[src/rtl/chan_mux_seq_if.sv]
// Channel-select request/result bundle between sample registers and the
// selector. slave = selector side, master = driver/consumer side.
interface chan_mux_seq_if #(
    parameter int W    = 8,
    parameter int N    = 8,
    parameter int SELW = 3
);
    logic [N*W-1:0]  din;
    logic [1:0]      mode;
    logic [SELW-1:0] sel_a;
    logic [SELW-1:0] sel_b;
    logic [N-1:0]    chan_en;
    logic            start;
    logic            out_ready;
    logic            out_valid;
    logic [2*W-1:0]  dout;
    logic [SELW-1:0] out_chan;
    logic            busy;
    logic            done;

    modport slave (
        input  din, mode, sel_a, sel_b, chan_en, start, out_ready,
        output out_valid, dout, out_chan, busy, done
    );

    modport master (
        output din, mode, sel_a, sel_b, chan_en, start, out_ready,
        input  out_valid, dout, out_chan, busy, done
    );
endinterface

[src/rtl/chan_mux_seq.sv]
// Registered N-channel word selector: direct pick, pair concatenation, or an
// ascending scan over enabled channels, with a valid/ready output stage.
module chan_mux_seq #(
    parameter int W    = 8,
    parameter int N    = 8,
    parameter int SELW = 3
) (
    input  logic           clk,
    input  logic           rst,
    chan_mux_seq_if.slave  bus
);
    typedef enum logic [1:0] {S_IDLE, S_SCAN, S_HOLD} state_t;

    localparam logic [SELW-1:0] LAST = SELW'(N - 1);

    state_t          r_state, w_state_nxt;
    logic            r_scan, w_scan_nxt;
    logic [N-1:0]    r_en, w_en_nxt;
    logic [SELW-1:0] r_idx, w_idx_nxt;
    logic            r_valid, w_valid_nxt;
    logic [2*W-1:0]  r_dout, w_dout_nxt;
    logic [SELW-1:0] r_chan, w_chan_nxt;
    logic            r_done, w_done_nxt;

    logic [W-1:0]    w_ch [N];

    for (genvar k = 0; k < N; k++) begin : g_ch
        assign w_ch[k] = bus.din[k*W +: W];
    end

    always_ff @(posedge clk) begin
        if (rst) begin
            r_state <= S_IDLE;
            r_scan  <= 1'b0;
            r_en    <= '0;
            r_idx   <= '0;
            r_valid <= 1'b0;
            r_dout  <= '0;
            r_chan  <= '0;
            r_done  <= 1'b0;
        end else begin
            r_state <= w_state_nxt;
            r_scan  <= w_scan_nxt;
            r_en    <= w_en_nxt;
            r_idx   <= w_idx_nxt;
            r_valid <= w_valid_nxt;
            r_dout  <= w_dout_nxt;
            r_chan  <= w_chan_nxt;
            r_done  <= w_done_nxt;
        end
    end

    always_comb begin
        w_state_nxt = r_state;
        w_scan_nxt  = r_scan;
        w_en_nxt    = r_en;
        w_idx_nxt   = r_idx;
        w_valid_nxt = r_valid;
        w_dout_nxt  = r_dout;
        w_chan_nxt  = r_chan;
        w_done_nxt  = 1'b0;

        case (r_state)
            S_IDLE: begin
                if (bus.start) begin
                    w_en_nxt   = bus.chan_en;
                    w_scan_nxt = (bus.mode == 2'b01);
                    if (bus.mode == 2'b01) begin
                        w_state_nxt = S_SCAN;
                        w_idx_nxt   = '0;
                    end else begin
                        // Direct/pair load on the same edge the request is taken
                        w_state_nxt = S_HOLD;
                        w_valid_nxt = 1'b1;
                        if (bus.mode == 2'b10) begin
                            w_dout_nxt = {w_ch[bus.sel_a], w_ch[bus.sel_b]};
                            w_chan_nxt = bus.sel_b;
                        end else begin
                            w_dout_nxt = {{W{1'b0}}, w_ch[bus.sel_a]};
                            w_chan_nxt = bus.sel_a;
                        end
                    end
                end
            end
            S_SCAN: begin
                if (r_en[r_idx]) begin
                    w_state_nxt = S_HOLD;
                    w_valid_nxt = 1'b1;
                    w_dout_nxt  = {{W{1'b0}}, w_ch[r_idx]};
                    w_chan_nxt  = r_idx;
                end else if (r_idx == LAST) begin
                    w_state_nxt = S_IDLE;
                    w_done_nxt  = 1'b1;
                end else begin
                    w_idx_nxt = r_idx + 1'b1;
                end
            end
            S_HOLD: begin
                if (r_valid && bus.out_ready) begin
                    w_valid_nxt = 1'b0;
                    if (!r_scan || r_idx == LAST) begin
                        w_state_nxt = S_IDLE;
                        w_done_nxt  = 1'b1;
                    end else begin
                        // Scan resumes at the next index; idx never wraps
                        w_state_nxt = S_SCAN;
                        w_idx_nxt   = r_idx + 1'b1;
                    end
                end
            end
            default: w_state_nxt = S_IDLE;
        endcase
    end

    assign bus.out_valid = r_valid;
    assign bus.dout      = r_dout;
    assign bus.out_chan  = r_chan;
    assign bus.busy      = (r_state != S_IDLE);
    assign bus.done      = r_done;
endmodule

[src/flat_wrapper.sv]
// flat-port wrapper written by rule: the top's interface ports become plain ports
module chan_mux_seq_flat 
#(
    parameter int W    = 8,
    parameter int N    = 8,
    parameter int SELW = 3
)
  (clk, rst, bus_din, bus_mode, bus_sel_a, bus_sel_b, bus_chan_en, bus_start, bus_out_ready, bus_out_valid, bus_dout, bus_out_chan, bus_busy, bus_done);
  chan_mux_seq_if #(.W(W), .N(N), .SELW(SELW)) bus_i ();
  input  logic clk;
  input  logic rst;
  input wire logic [$bits(bus_i.din)-1:0] bus_din;
  input wire logic [$bits(bus_i.mode)-1:0] bus_mode;
  input wire logic [$bits(bus_i.sel_a)-1:0] bus_sel_a;
  input wire logic [$bits(bus_i.sel_b)-1:0] bus_sel_b;
  input wire logic [$bits(bus_i.chan_en)-1:0] bus_chan_en;
  input wire logic [$bits(bus_i.start)-1:0] bus_start;
  input wire logic [$bits(bus_i.out_ready)-1:0] bus_out_ready;
  output wire logic [$bits(bus_i.out_valid)-1:0] bus_out_valid;
  output wire logic [$bits(bus_i.dout)-1:0] bus_dout;
  output wire logic [$bits(bus_i.out_chan)-1:0] bus_out_chan;
  output wire logic [$bits(bus_i.busy)-1:0] bus_busy;
  output wire logic [$bits(bus_i.done)-1:0] bus_done;
  assign bus_i.din = bus_din;
  assign bus_i.mode = bus_mode;
  assign bus_i.sel_a = bus_sel_a;
  assign bus_i.sel_b = bus_sel_b;
  assign bus_i.chan_en = bus_chan_en;
  assign bus_i.start = bus_start;
  assign bus_i.out_ready = bus_out_ready;
  assign bus_out_valid = bus_i.out_valid;
  assign bus_dout = bus_i.dout;
  assign bus_out_chan = bus_i.out_chan;
  assign bus_busy = bus_i.busy;
  assign bus_done = bus_i.done;
  chan_mux_seq #(.W(W), .N(N), .SELW(SELW)) u_core (.clk(clk), .rst(rst), .bus(bus_i));
endmodule
[config.mk]
export PLATFORM = sky130hd
export DESIGN_NAME = chan_mux_seq_flat
export DESIGN_NICKNAME = d
export VERILOG_FILES = /design/src/rtl/chan_mux_seq_if.sv /design/src/rtl/chan_mux_seq.sv /design/src/flat_wrapper.sv
export SDC_FILE = /design/constraint.sdc
export NUM_CORES = 1
export LEC_CHECK = 0
export ABC_AREA = 1
export CAP_MARGIN = 20
export CORE_MARGIN = 4
export CORE_UTILIZATION = 50
export CTS_CLUSTER_DIAMETER = 80
export DETAILED_ROUTE_END_ITERATION = 7
export HOLD_SLACK_MARGIN = 0.12
export PLACE_DENSITY_LB_ADDON = 0.12
export SLEW_MARGIN = 30
export SYNTH_ARGS = -nofsm -noshare
export SYNTH_HDL_FRONTEND = slang
export SYNTH_SLANG_ARGS = --single-unit
[constraint.sdc]
create_clock -name clk -period 2 [get_ports clk]
set_input_delay 0.4 -clock clk [delete_from_list [all_inputs] [get_ports clk]]
set_output_delay 0.4 -clock clk [all_outputs]
set_load 0.02 [all_outputs]
# Word-level counts from Yosys, hierarchy flattened
# Index checks and enable logic that the tools add are counted.
# classes
eq_ne,14
addsub,1
mux,45
n_lt_le_gt_ge,4
bitwise_logic,3
n_reduce_logical,12
# ops
op,count
8-bit binary-select mux with 3-bit select,3
16-bit two-way mux,4
8-bit two-way mux,6
16-bit case mux with 2 select lines,1
3-bit two-way mux,10
"4-bit >= comparator, second input constant",3
3-bit NOT with 4-bit output,3
1-bit two-way mux,10
2-bit two-way mux,5
"2-bit != test, second input constant",5
3-bit case mux with 3 select lines,1
7-bit AND reduction,1
"2-bit by 1-bit != test with 1-bit output, second input constant",3
2-bit case mux with 3 select lines,1
3-bit case mux with 2 select lines,1
5-bit AND reduction,1
"2-bit by 1-bit equality test with 1-bit output, second input constant",2
"2-bit equality test, second input constant",2
"3-bit by 4-bit < comparator with 1-bit output, second input constant",1
4-bit AND reduction,1
2-bit nonzero test,2
"3-bit by 1-bit adder with 3-bit output, second input constant",1
1-bit binary-select mux with 3-bit select,1
"3-bit equality test, second input constant",1
10 further kinds,10
# word_totals
inputBits,84
elab_cells,87
ff_bits,35

# Logic depth before layout (Yosys ltp)
# Gate-level depths: netlist of the first run.
# logic_depth
depth_word,8
ltp_mapped,12
depth_no_buf,11

# Worst setup path after synthesis of the first run
# OpenSTA, ideal clock, no wires.
# synth_path
path_kind,register to register
startpoint,reg u_core.r_state[0]
endpoint,reg u_core.r_dout[6] (netlist: u_core.bus.dout[6])
t_arrival_ps,1549
path_stages_with_launch,10
setup_slack_ps,340
n_path_buf,2
cell_sequence,dfxtp_1 inv_1 ha_1 nand2_1 o21a_1 buf_2 buf_1 nand4_1 nor2_1 nor2_1
# synth_via
elab_chain_cells,3
# synth_lines
element,line,source
"start, declared",chan_mux_seq.sv:16,"state_t r_state, w_state_nxt;"
"start signal, assigned",chan_mux_seq.sv:42,r_state <= w_state_nxt;
2-bit by 1-bit equality test with 1-bit output / 2-bit zero test (equally long branches),chan_mux_seq.sv:63,case (r_state)
2-bit by 1-bit != test with 1-bit output (no source line) (tied with other cells),--,
4-bit AND reduction (no source line),--,
"end signal, assigned",chan_mux_seq.sv:47,r_dout <= w_dout_nxt;
"end, declared",chan_mux_seq.sv:21,"logic [2*W-1:0] r_dout, w_dout_nxt;"
# Parallel ways exist; a longest one is shown, timed or not.
# A chain may end at the register's enable or synchronous reset.

# Final worst setup path of the first run
# layout_path
startpoint,reg u_core.r_state[0]
endpoint,reg u_core.r_idx[2]
# layout_via
elab_chain_cells,3
# layout_lines
element,line,source
2-bit equality test (tied with other cells),chan_mux_seq.sv:63,
2-bit != test (no source line) (tied with other cells),--,
7-bit AND reduction (no source line),--,
"end signal, assigned",chan_mux_seq.sv:45,r_idx <= w_idx_nxt;
"end, declared",chan_mux_seq.sv:19,"logic [SELW-1:0] r_idx, w_idx_nxt;"
# Parallel ways exist; a longest one is shown, timed or not.

==> results by stage, run 1 <==
Status:
- The run finished with clean final reports.

Clocking:
- The number of buffers added by the clock tree synthesis step is 5.
- After clock tree synthesis, the clock-pin slew on the worst setup and hold paths is around 0.07 ns.
- The number of buffers inserted to repair setup after CTS is 0.
- The clock root buffer is clkbuf_8.
- The clock reaches the later pin of the worst-skew pair after 0.29 ns.
- The number of buffers added to fix hold violations after cts is 0.
- Counting along the longest clock path gives a buffer depth of 2.
- The clock tree synthesis step divided the H-tree into 2 levels.
- Counting every sink on the clock net gives 35.
- TritonCTS built the clock tree.

Critical path:
- Data arrives at the worst endpoint at approximately 2.1 ns.
- Along the worst path, the maximum fanout reaches 7.
- The worst reg-to-reg setup slack is 0.13 ns.
- The startpoint identified for the worst register-to-register timing path is u_core.r_state[0].
- The startpoint type of the worst setup path is a register.
- The category of the worst setup path capture point is a register.
- The end of the worst register-to-register path is u_core.r_idx[2].
- The worst setup path is of the register to register kind.
- Counting cells, the worst reg-to-reg path comes to 12.
- For the worst setup path, the data required time is 2.22 ns.

Floorplan:
- The core box area is a little under 0.008 mm2.
- The top-level port count is 106.
- The starting density of the core is slightly above 50%.
- The die boundary height is ~100 um.
- The x dimension of the die is 98.3 um.
- The number of placement rows is 32.
- The die covers 0.00966 mm2.

Finish:
- Cells fill around 69% of the core in the end.
- From synthesis to final layout, the design area changed by 33.0%.
- The area taken by multi-input logic gates is around 0.0026 mm2.
- The library cells used most frequently in the layout, excluding fill and tap cells, are nand2_1, nand3_1, inv_1.
- The filler cells instantiated in the layout total 758.
- The share of layout cells above drive strength 1 is under 10%.
- Leaving out fill and tap cells, the most frequent cell in the layout is nand2_1.
- The repair_antennas step left the layout with diodes totalling 0.
- The area of all sequential standard cells is between 700 and 800 um2.
- The post-route cell area is approximately 0.0054 mm2.
- For this run, the post-layout net count is between 900 and 1,000.

Placement:
- The count of buffers added on input and output ports is roughly 110.
- The routability-driven placement congestion ratio is approximately 0.97.
- OpenSTA, run right after detailed placement, puts the worst setup slack at -0.0318 ns.
- The instance area at placement is 0.00531 mm2.
- The estimated wirelength of the detail-placed design is approximately 11,000 um.

Power:
- The total power of the final layout is ~4 mW.
- Dividing total power by cell area gives a power density of between 700 and 800 mW/mm2.
- The reported leakage power is 2.87 nW.
- The worst-case IR drop observed on VDD is 768 uV.

Timing:
- The final-report hold violation count is 0.
- Timing would allow up to between 500 and 600 MHz.
- For the pin with the worst max-slew slack, the measured transition is around 0.64 ns.
- The worst path uses a little over 90% of the clock period.
- The worst path in the final design needs a cycle of 1.87 ns, including I/O delays and setup.
- The smallest hold slack is 0.459 ns.
- The worst-case clock skew is 0.00429 ns.
- The worst setup slack after layout is about 0.13 ns.
- The count of endpoints failing setup in the final report is 0.
- The worst pin sits at a relative slew slack of 57.1%.
- The number of max-slew violations in the final report is 0.
- Setup repair after global routing left no endpoint under its margin.

Route:
- The total routed wirelength is 15,400 um.
- For this run, design rule violations remaining after detail routing come to 0.
- Dividing the detail-routed wire length by the instance count gives 15.2 um.
- The first detailed-routing pass took 7 iterations.
- Using the TritonRoute via totals, the vias-per-cell ratio works out to 5.48.
- The DRC marker count from the first detailed-route iteration is around 530.
- The count of nets left with antenna violations once routing finished came out at 0.
- The via count of the routed design is 5,545.

Synth:
- The top-area cell type share of the netlist area is between 30% and 40%.
- The post-synth net total is between 900 and 1,000.
- For this run, the number of Yosys warnings is 0.
- The gate count after technology mapping is a little over 800.
- By area the synthesized netlist is led by nand2_1, dfxtp_1, nand3_1, inv_1, nor2_1.
- The post-synthesis sequential area ratio is between 10% and 20%.
- In this run, distinct cell masters in the synthesized netlist total 23.
- The number of storage elements in the synthesis netlist is 35.
- The summed instance area of the synthesized netlist is just over 0.004 mm2.
- A synthesized cell averages ~5.0 um2.
- The cell type with the highest aggregate area in the netlist is nand2_1.

Hold path:
- The type of the worst min-delay path is register to register.
- The endpoint of the worst hold-timing path is u_core.r_en[5].
- The startpoint identified for the worst hold timing path is u_core.r_en[5].
- The worst hold path passes through 2 cells.

GRT:
- The first-pass GRT wire length is between 20,000 and 25,000 um.
- The number of global-route vias before repair came to about 5,400.
- Entering global routing, the biggest net connects 34 pins.
- The number of antenna violations at the first check in global routing came to 0.
- The total congestion overflow after global routing is 0.
- The total global-route track usage is 30.6%.

Job:
- The reported max-cap violation count is 0.
[synthesized netlist by cell type, drive strengths merged]
cell      n
nand2   351
nand3   138
inv     129
nor2     39
dfxtp    35
buf      32
a21oi    29
nand4    21
clkbuf   14
o21ai    11
ha        6
clkinv    3
o21a      2
nor3      1
o22ai     1
[power breakdown]
group / leakage [nW] / switching [mW] / total [mW] / internal (mW)
Sequential: 0.289 / 0.103 / 0.971 / 0.868
Combinational: 2.53 / 1.42 / 2.38 / 0.958
Clock: 0.0515 / 0.257 / 0.572 / 0.315
[worst max-delay path by stage]
stage / startpoint / end / slack [ns] / cells past startpoint
after detailed placement: bus_sel_a[0] / u_core.bus.dout[14] / -0.03 / 10
after global routing: u_core.r_state[0] / u_core.r_idx[2] / 0.00003 / 12
after floorplan: u_core.r_state[0] / u_core.bus.dout[6] / 0.34 / 9
after CTS: u_core.r_idx[0] / u_core.bus.dout[7] / 0.08 / 10
after global placement: bus_sel_a[0] / u_core.bus.dout[4] / 0.01 / 10
final: u_core.r_state[0] / u_core.r_idx[2] / 0.13 / 12
[stage by stage]
stage	cells	TNS [ns]
after CTS	1011	0
after global placement	1003	0
after global routing	1011	0
after detailed placement	1003	-0.0635
after floorplan	812	0
final	1011	0
[critical path, stage by stage, from the launching register on]
cell and delay (ns):
dfxtp_1 0.38, inv_1 0.08, ha_1 0.28, nand2_1 0.12
nand2_1 0.06, inv_1 0.07, nand2_1 0.09, nor3_1 0.15
buf_4 0.16, nand3_1 0.14, nand2_1 0.12, nand2_1 0.06
nor2_1 0.09
[logic make-up after synthesis]
family / count (synthesis) / synth area share (%)
buffers and inverters: 178 / 18.1
adder cells (fa/ha/maj): 6 / 1.84
flip-flops: 35 / 17.2
AO/OA/AOI/OAI: 43 / 5.43
AND/OR/NAND/NOR: 550 / 57.4
[repair_timing]
item                       CTS  global route
resized for setup            1             3
gates cloned                 0             0
setup endpoints to repair    1            19
hold endpoints to repair     0             0
[layer usage]
metal	wire, um	global-route usage, %	up-vias
met4	583	12.5	0
met1	5910	37.0	2456
li1	-	-	2691
met2	7240	52.4	336
met5	0	0	-
met3	1620	6.50	62
[state kept, by name (all words and copies together) (netlist names)]
name                  count
u_core.bus.done           1
u_core.bus.dout          16
u_core.bus.out_chan       3
u_core.bus.out_valid      1
u_core.r_en               8
u_core.r_idx              3
u_core.r_scan             1
u_core.r_state            2
[final cells by class]
cell class / instances / area share [%]
well taps: 102 / 2.35
inverters: 132 / 9.21
clock buffers: 8 / 1.85
flip-flops and latches: 35 / 12.9
repair buffers: 135 / 25.0
multi-input cells: 599 / 48.7
Note: power is estimated with default switching activity, not from simulation.
==> run 2, diff against run 1 <==
--- a/config.mk
+++ b/config.mk
@@ -8,9 +8,10 @@
 export ABC_AREA = 1
 export CAP_MARGIN = 20
 export CORE_MARGIN = 4
-export CORE_UTILIZATION = 50
+export CORE_UTILIZATION = 60
 export CTS_CLUSTER_DIAMETER = 80
 export DETAILED_ROUTE_END_ITERATION = 7
+export DONT_BUFFER_PORTS = 1
 export HOLD_SLACK_MARGIN = 0.12
 export PLACE_DENSITY_LB_ADDON = 0.12
 export SLEW_MARGIN = 30
==> results by stage, run 2 (synthesis gave the netlist of run 1 again) <==
Status:
- The run finished, with violations left.
- The checks that failed: design-rule violations.

Finish:
- The area added between synthesis and finish is 2.95%.
- Measured on the finished design, the core utilization comes to between 60% and 70%.
- The commonest non-fill, non-tap cell in the layout is nand2_1.
- Summing all multi-input logic gate instances after layout gives between 0.002 and 0.003 mm2.
- The final-stage net count is 880.
- The number of antenna diodes in the final layout is 0.
- The finished layout holds 868 standard cells, fillers aside.
- The register with the most flip-flops in the layout has 16 of them.
- In the layout the commonest cells are nand2_1, nand3_1, inv_1.
- The total of fill cells in the finished design is between 600 and 700.
- The post-route netlist has approximately 4.4% of its cells at a drive strength greater than 1.
- The post-route cell area is between 0.004 and 0.005 mm2.
- The sequential cells in the finished layout cover a total of ~700 um2.

Placement:
- Buffers placed on the I/O ports in this run total 0.
- The estimated wirelength of the detail-placed design is 9790 um.
- The routability-driven placement congestion ratio is approximately 0.97.
- The number of placed instances with taps included is between 800 and 900.
- The instance area at placement is 0.00407 mm2.

Timing:
- The final-report hold violation count was 0.
- The number of max-slew violations in the final report is 0.
- The setup TNS after final layout is 0 ns.
- After layout, the minimum clock period comes to 1.76 ns.
- The worst-case clock skew is approximately 0.012 ns.
- The slew of the pin with the lowest slew margin is around 0.64 ns.
- The worst pin sits at a relative slew slack of between 50% and 60%.
- Setup repair after global routing left no endpoint under its margin.
- The count of endpoints failing setup in the final report is 0.
- The share of the cycle needed by the critical path after routing is a little under 90%.
- The top achievable clock speed is between 500 and 600 MHz.

Power:
- The worst-case IR drop observed on VDD is 875 uV.
- The reported leakage power is between 2 and 2.5 nW.
- The share of total power dissipated in sequential elements is 32.2%.
- For this design the ratio of total power to cell area is just over 800 mW/mm2.
- The switching power of the nets is between 1.5 and 2 mW.
- The fraction of power consumed by the clock network is approximately a fifth.
- The share of total power consumed by net switching is a little under half.
- The total power of the final layout is 3.48 mW.
- Per report_power, the combinational group accounts for between 40 and 50% of the total.
- The internal power contribution is about 1.8 mW.

Critical path:
- Data on the critical path arrives at its endpoint at ~2 ns.
- In this run the worst path has a maximum fanout of 14.
- The worst setup path is of the register to register kind.
- STA puts the critical path data required time at roughly 2.2 ns.
- The worst register-to-register path ends at u_core.bus.out_chan[2].
- The most critical setup path has its startpoint at u_core.r_state[0].
- The worst reg-to-reg path cell count is 8.
- The startpoint type of the worst setup path is a register.
- The worst setup path is captured at a register.
- The critical register-to-register path startpoint is u_core.r_state[0].
- The critical path ends at u_core.bus.out_chan[2].
- The worst reg-to-reg setup slack is between 0.2 and 0.25 ns.

Floorplan:
- The region available for standard cell placement spans 0.00646 mm2.
- In this run the core area contains 29 standard-cell rows.
- The die boundary height is between 90 and 100 um.
- The top-level port count is roughly 110.
- The die is 90.4 um wide.
- The die covers just over 0.008 mm2.
- The starting density of the core is between 60 and 70%.

Route:
- The number of design rule violations left after detail routing is 1.
- The DRC marker count from the first detailed-route iteration is about 460.
- The count of antenna-violating nets left after detailed routing is 0.
- The detailed-route vias per instance is 5.77.
- The first detailed-routing pass took 8 iterations.
- The via count of the routed design is 5,010.
- The routed length per placed instance is roughly 15 um.
- Summed over all layers, the routed wires come to ~13,000 um.

Hold path:
- The type of the worst min-delay path is input port to register.

GRT:
- The largest net degree at the start of global routing is 35.
- The total global-route track usage is 31.6%.
- The total congestion overflow after global routing is 0.
- The first global-routing pass estimated 21,500 um of wire.
- The number of antenna violations at the first check in global routing is 0.
- The number of global-route vias before repair was between 4,000 and 5,000.

Clocking:
- For this design, the CTS-stage hold fixing added 0 buffers.
- The latest clock arrival within the worst-skew pair is ~0.30 ns.
- The number of setup buffers added after CTS is 0.
- The TritonCTS sink count is 35.
- The H-tree depth is 2.
- The clock input transition at the sequential cells of the worst setup and hold paths is around 0.08 ns.
- The number of buffers added by the clock tree synthesis step is 5.
- The clock root buffer is clkbuf_8.
- TritonCTS built the clock tree.
- The maximum count of clock buffers along a single path is 2.

Job:
- The reported max-cap violation count is 0.
==> run 2: cell count changes in the layout (fill, tap and decap cells not counted), moves of 2 or more <==
cell / previous run / this run
clkdlybuf4s50_1: 104 / 0
buf_4: 23 / 16
buf_12: 6 / 1
clkbuf_8: 7 / 5
==> run 2: stage by stage <==
| step | hold WS, ns | setup slack [ns] |
|---|---|---|
| 4_1_cts | 0.153 | 0.0712 |
| 3_3_place_gp | 0.442 | 0.244 |
| 3_5_place_dp | 0.448 | 0.0910 |
| 6_report | 0.158 | 0.241 |
| 2_1_floorplan | 0.429 | 0.340 |
| 5_1_grt | 0.152 | 0.0438 |
==> run 2: what timing repair did <==
action                                 4_1_cts  5_1_grt
setup endpoints to repair                    0        7
endpoints found under the hold margin        0        0
gates resized for setup                      0        3
==> run 2: area by class of cell <==
cell class | instances | share of cell area (%)
multi-input cells | 599 | 63.2
inverters | 132 | 11.8
well taps | 77 | 2.30
clock buffers | 5 | 1.64
flip-flops and latches | 35 | 16.7
clock inverters | 3 | 1.04
repair buffers | 17 | 3.34
==> run 2: how the worst min path moves through the flow <==
stage	from	endpoint	slack, ns	depth (start not counted)
final	rst	u_core.bus.out_chan[0]	0.16	1
after CTS	rst	u_core.bus.out_chan[0]	0.15	1
after global routing	rst	u_core.bus.out_chan[0]	0.15	1
after global placement	u_core.r_en[7]	u_core.r_en[7]	0.44	2
after detailed placement	u_core.r_en[7]	u_core.r_en[7]	0.45	2
after floorplan	u_core.r_en[0]	u_core.r_en[0]	0.43	2
==> run 2: power by group through the flow <==
stage	clock, mW	combinational [mW]	sequential [mW]
final	0.648	1.71	1.12
after global routing	0.686	1.93	1.14
after CTS	0.657	1.67	1.12
after detailed placement	0	1.66	1.14
after global placement	0	1.64	1.14
after floorplan	0	1.38	1.11
==> run 2: layer usage <==
layer	part of all wire (%)	GRT usage, %	wire length (um)	vias to the layer above
met5	0	0	0	-
met4	3.2	8.93	425	0
met3	9.8	6.42	1300	46
met2	47	52.8	6170	318
met1	40	41.1	5340	2198
li1	-	-	-	2448
==> run 2: critical path, cell delays in order (launching register included) <==
cell,delay [ns]
dfxtp_1,0.39
inv_1,0.09
ha_1,0.28
nand2_1,0.12
o21a_1,0.25
buf_4,0.24
nand4_1,0.15
nand2_1,0.10
nor2_1,0.05
==> run 3, diff against run 2 <==
--- a/config.mk
+++ b/config.mk
@@ -7,12 +7,14 @@
 export LEC_CHECK = 0
 export ABC_AREA = 1
 export CAP_MARGIN = 20
-export CORE_MARGIN = 4
-export CORE_UTILIZATION = 60
+export CELL_PAD_IN_SITES_DETAIL_PLACEMENT = 0
+export CELL_PAD_IN_SITES_GLOBAL_PLACEMENT = 1
+export CORE_UTILIZATION = 42
 export CTS_CLUSTER_DIAMETER = 80
 export DETAILED_ROUTE_END_ITERATION = 7
 export DONT_BUFFER_PORTS = 1
 export HOLD_SLACK_MARGIN = 0.12
+export MAX_ROUTING_LAYER = met4
 export PLACE_DENSITY_LB_ADDON = 0.12
 export SLEW_MARGIN = 30
 export SYNTH_ARGS = -nofsm -noshare
==> results by stage, run 3 (synthesis gave the netlist of run 1 again) <==
Route:
- The DRC marker count from the first detailed-route iteration is between 200 and 300.
- Once detail routing completed, the nets flagged for antenna violations numbered 0.
- The via count of the routed design is between 4,000 and 5,000.
- In the routed layout, each cell is associated on average with a via count of roughly 5.2.
- For this block, the routed nets add up to around 14,000 um of wire.
- In the final routed layout, each cell accounts on average for about 15 um.
- The number of design rule violations left after detail routing is 0.
- For this run, the detailed router's first-pass iteration total came to 5.

Floorplan:
- The die is 101 um wide.
- The initialized floorplan defines 35 standard-cell rows.
- During I/O placement, the number of pins put on the boundary was 106.
- The core box area is 0.00933 mm2.
- The die boundary height is around 100 um.
- The die outline area is 0.0101 mm2.
- Once the floorplan was initialized, standard cells occupied between 40 and 50% of the core.

Critical path:
- STA classifies the critical path endpoint as a register.
- The cell with the most instances on the worst path is nand2_1.
- The number of buffer and inverter stages on the critical path is 2.
- The classification of the worst setup path is register to register.
- The worst reg-to-reg path cell count is 11.
- For this run, the slowest stage of the critical path takes ~0.39 ns.
- The cell family contributing the most delay on the critical path is simple AND/OR/NAND/NOR gates.
- The worst register-to-register path begins at u_core.r_state[0].
- The data arrival time of the worst path is between 1.5 and 2 ns.
- Of all nets on the critical path, the largest fanout is 7.
- In this run the critical register-to-register path is captured at u_core.r_idx[1].
- The required time of the critical path is around 2.2 ns.
- The worst reg-to-reg setup slack is 0.25 ns.
- Walking the worst path, the cells encountered are inv_1 -> ha_1 -> nand2_1 -> nand2_1 -> inv_1 -> nand2_1 -> nor3_2 -> nand3_1 -> nand2_1 -> nand2_1 -> nor2_1.
- The startpoint type of the worst setup path is a register.
- The slowest stage of the critical path belongs to the cell dfxtp_1.

Timing:
- The share of the cycle needed by the critical path after routing is between 80 and 90%.
- For the final routed database, the setup TNS stands at 0 ns.
- The minimum clock period after layout is about 1.8 ns.
- Setup repair after global routing left no endpoint under its margin.
- For this run, the top clock speed supported by timing is roughly 570 MHz.
- The final-report hold violation count was 0.
- Clock skew on the completed layout was measured at between 0.003 and 0.004 ns.
- The number of max-slew violations in the final report is 0.
- The count of endpoints failing setup in the final report is 0.
- The slew of the pin with the lowest slew margin is 0.652 ns.
- The worst setup slack after layout is about 0.25 ns.
- The relative slew slack is between 50% and 60%.

Finish:
- The library cell used most frequently in the layout, excluding fill and tap cells, is nand2_1.
- The antenna cell count is 0.
- The area added between synthesis and finish is 4.76%.
- The filler cells instantiated in the layout total roughly 1,100.
- The library cells used most frequently in the layout, excluding fill and tap cells, are nand2_1, nand3_1, inv_1.
- The finished layout holds between 900 and 1,000 standard cells, fillers aside.
- The post-route netlist has 4.05% of its cells at a drive strength greater than 1.
- The core utilization of the finished layout is 45.8%.
- In the final design database the tool counted slightly below 900 nets.
- The register with the most flip-flops in the layout has 16 of them.

GRT:
- The total global-route track usage is between 20 and 30%.
- The number of global-route vias before repair is between 4,000 and 5,000.
- The number of antenna violations at the first check in global routing is 0.
- The largest net degree at the start of global routing is 35.
- The first-pass GRT wire length is roughly 23,000 um.
- Global routing finished with a remaining overflow of 0.

Status:
- The run finished with clean final reports.

Clocking:
- Counting every sink on the clock net gives 35.
- The number of buffers added by the clock tree synthesis step is 5.
- In this run the deepest clock path goes through 2 buffers.
- CTS placed an instance of clkbuf_8 at the clock tree root.
- TritonCTS built the clock tree.
- The H-tree depth is 2.
- At the later pin of the worst-skew pair, clock insertion delay measures ~0.28 ns.
- The number of buffers inserted to repair setup after CTS is 0.
- After clock tree synthesis, the clock-pin slew on the worst setup and hold paths is roughly 0.07 ns.

Hold path:
- The hold path depth is 1.
- The type of the worst min-delay path is input port to register.
- The worst hold path terminates at u_core.bus.out_chan[0].
- The startpoint of the tightest hold check path is rst.

Power:
- Summed over all cells, the static leakage comes to between 2 and 2.5 nW.
- For this design the ratio of total power to cell area is around 800 mW/mm2.
- The worst IR drop on VDD is between 400 and 500 uV.
- The total power of the final layout is about 3.4 mW.

Placement:
- The HPWL after detailed placement is around 10,000 um.
- The routability-driven placement congestion ratio is 0.922.
- The count of buffers inserted at the top-level ports is 0.
- Before CTS, the worst setup slack after placement is between 0.15 and 0.2 ns.
- After detailed placement, the design holds a cell count of just over 900.

Job:
- The reported max-cap violation count is 0.
## run 3: cell count changes in the layout (fill, tap and decap cells not counted), sizes merged
| cell | previous run | this run |
|---|---|---|
| clkbuf | 5 | 8 |
| clkinv | 5 | 3 |
| buf | 17 | 16 |
| bufinv | 1 | 0 |
## run 3: per-stage QoR
| step | hold WS, ns | area (um2) |
|---|---|---|
| 6_report | 0.178 | 4270 |
| 3_3_place_gp | 0.444 | 4170 |
| 2_1_floorplan | 0.429 | 4080 |
| 5_1_grt | 0.161 | 4270 |
| 3_5_place_dp | 0.447 | 4170 |
| 4_1_cts | 0.168 | 4270 |
## run 3: cell type report
class	instances	area, um2	share of cell area (%)
inverter	132	495	11.6
timing repair buffer	16	170	3.98
tap	129	161	3.78
multi-input combinational	599	2640	61.9
sequential	35	701	16.4
clock buffer	8	100	2.34
## run 3: timing repair
action | CTS | global route
endpoints found under the setup margin | 0 | 3
hold buffers | 0 | 0
gates resized for setup | 0 | 1
## run 3: worst register-to-register path, delay by kind of cell, from the launching register on
kind                     cells  cell delay (ns)
adder cells (fa/ha/maj)      1             0.28
buffers and inverters        2             0.15
flip-flops                   1             0.39
AND/OR/NAND/NOR              8             0.88
## run 3: layer usage
metal  wire length, um  GRT usage (%)  vias up  part of all wire [%]
li1                  -              -     2443                     -
met1              6070           37.0     2114                    43
met2              6580           48.8      224                    47
met3              1060           4.58       31                   7.5
met4               441           11.3        0                   3.1
met5                 0              -        -                     0
## run 3: worst max path at each step
stage                               endpoint  slack, ns               from  depth (start not counted)
after global placement       u_core.r_idx[2]       0.23  u_core.r_state[0]                         11
after CTS                    u_core.r_idx[1]       0.13  u_core.r_state[0]                         11
after floorplan           u_core.bus.dout[6]       0.34  u_core.r_state[0]                          9
after global routing         u_core.r_idx[1]       0.03  u_core.r_state[0]                         11
final                        u_core.r_idx[1]       0.25  u_core.r_state[0]                         11
after detailed placement     u_core.r_idx[1]       0.16  u_core.r_state[0]                         11
## run 3: power breakdown
part | internal [mW] | switching (mW) | leakage (nW)
Combinational | 0.589 | 1.14 | 2.05
Sequential | 0.868 | 0.247 | 0.289
Clock | 0.314 | 0.245 | 0.0515
Total | 1.77 | 1.63 | 2.39
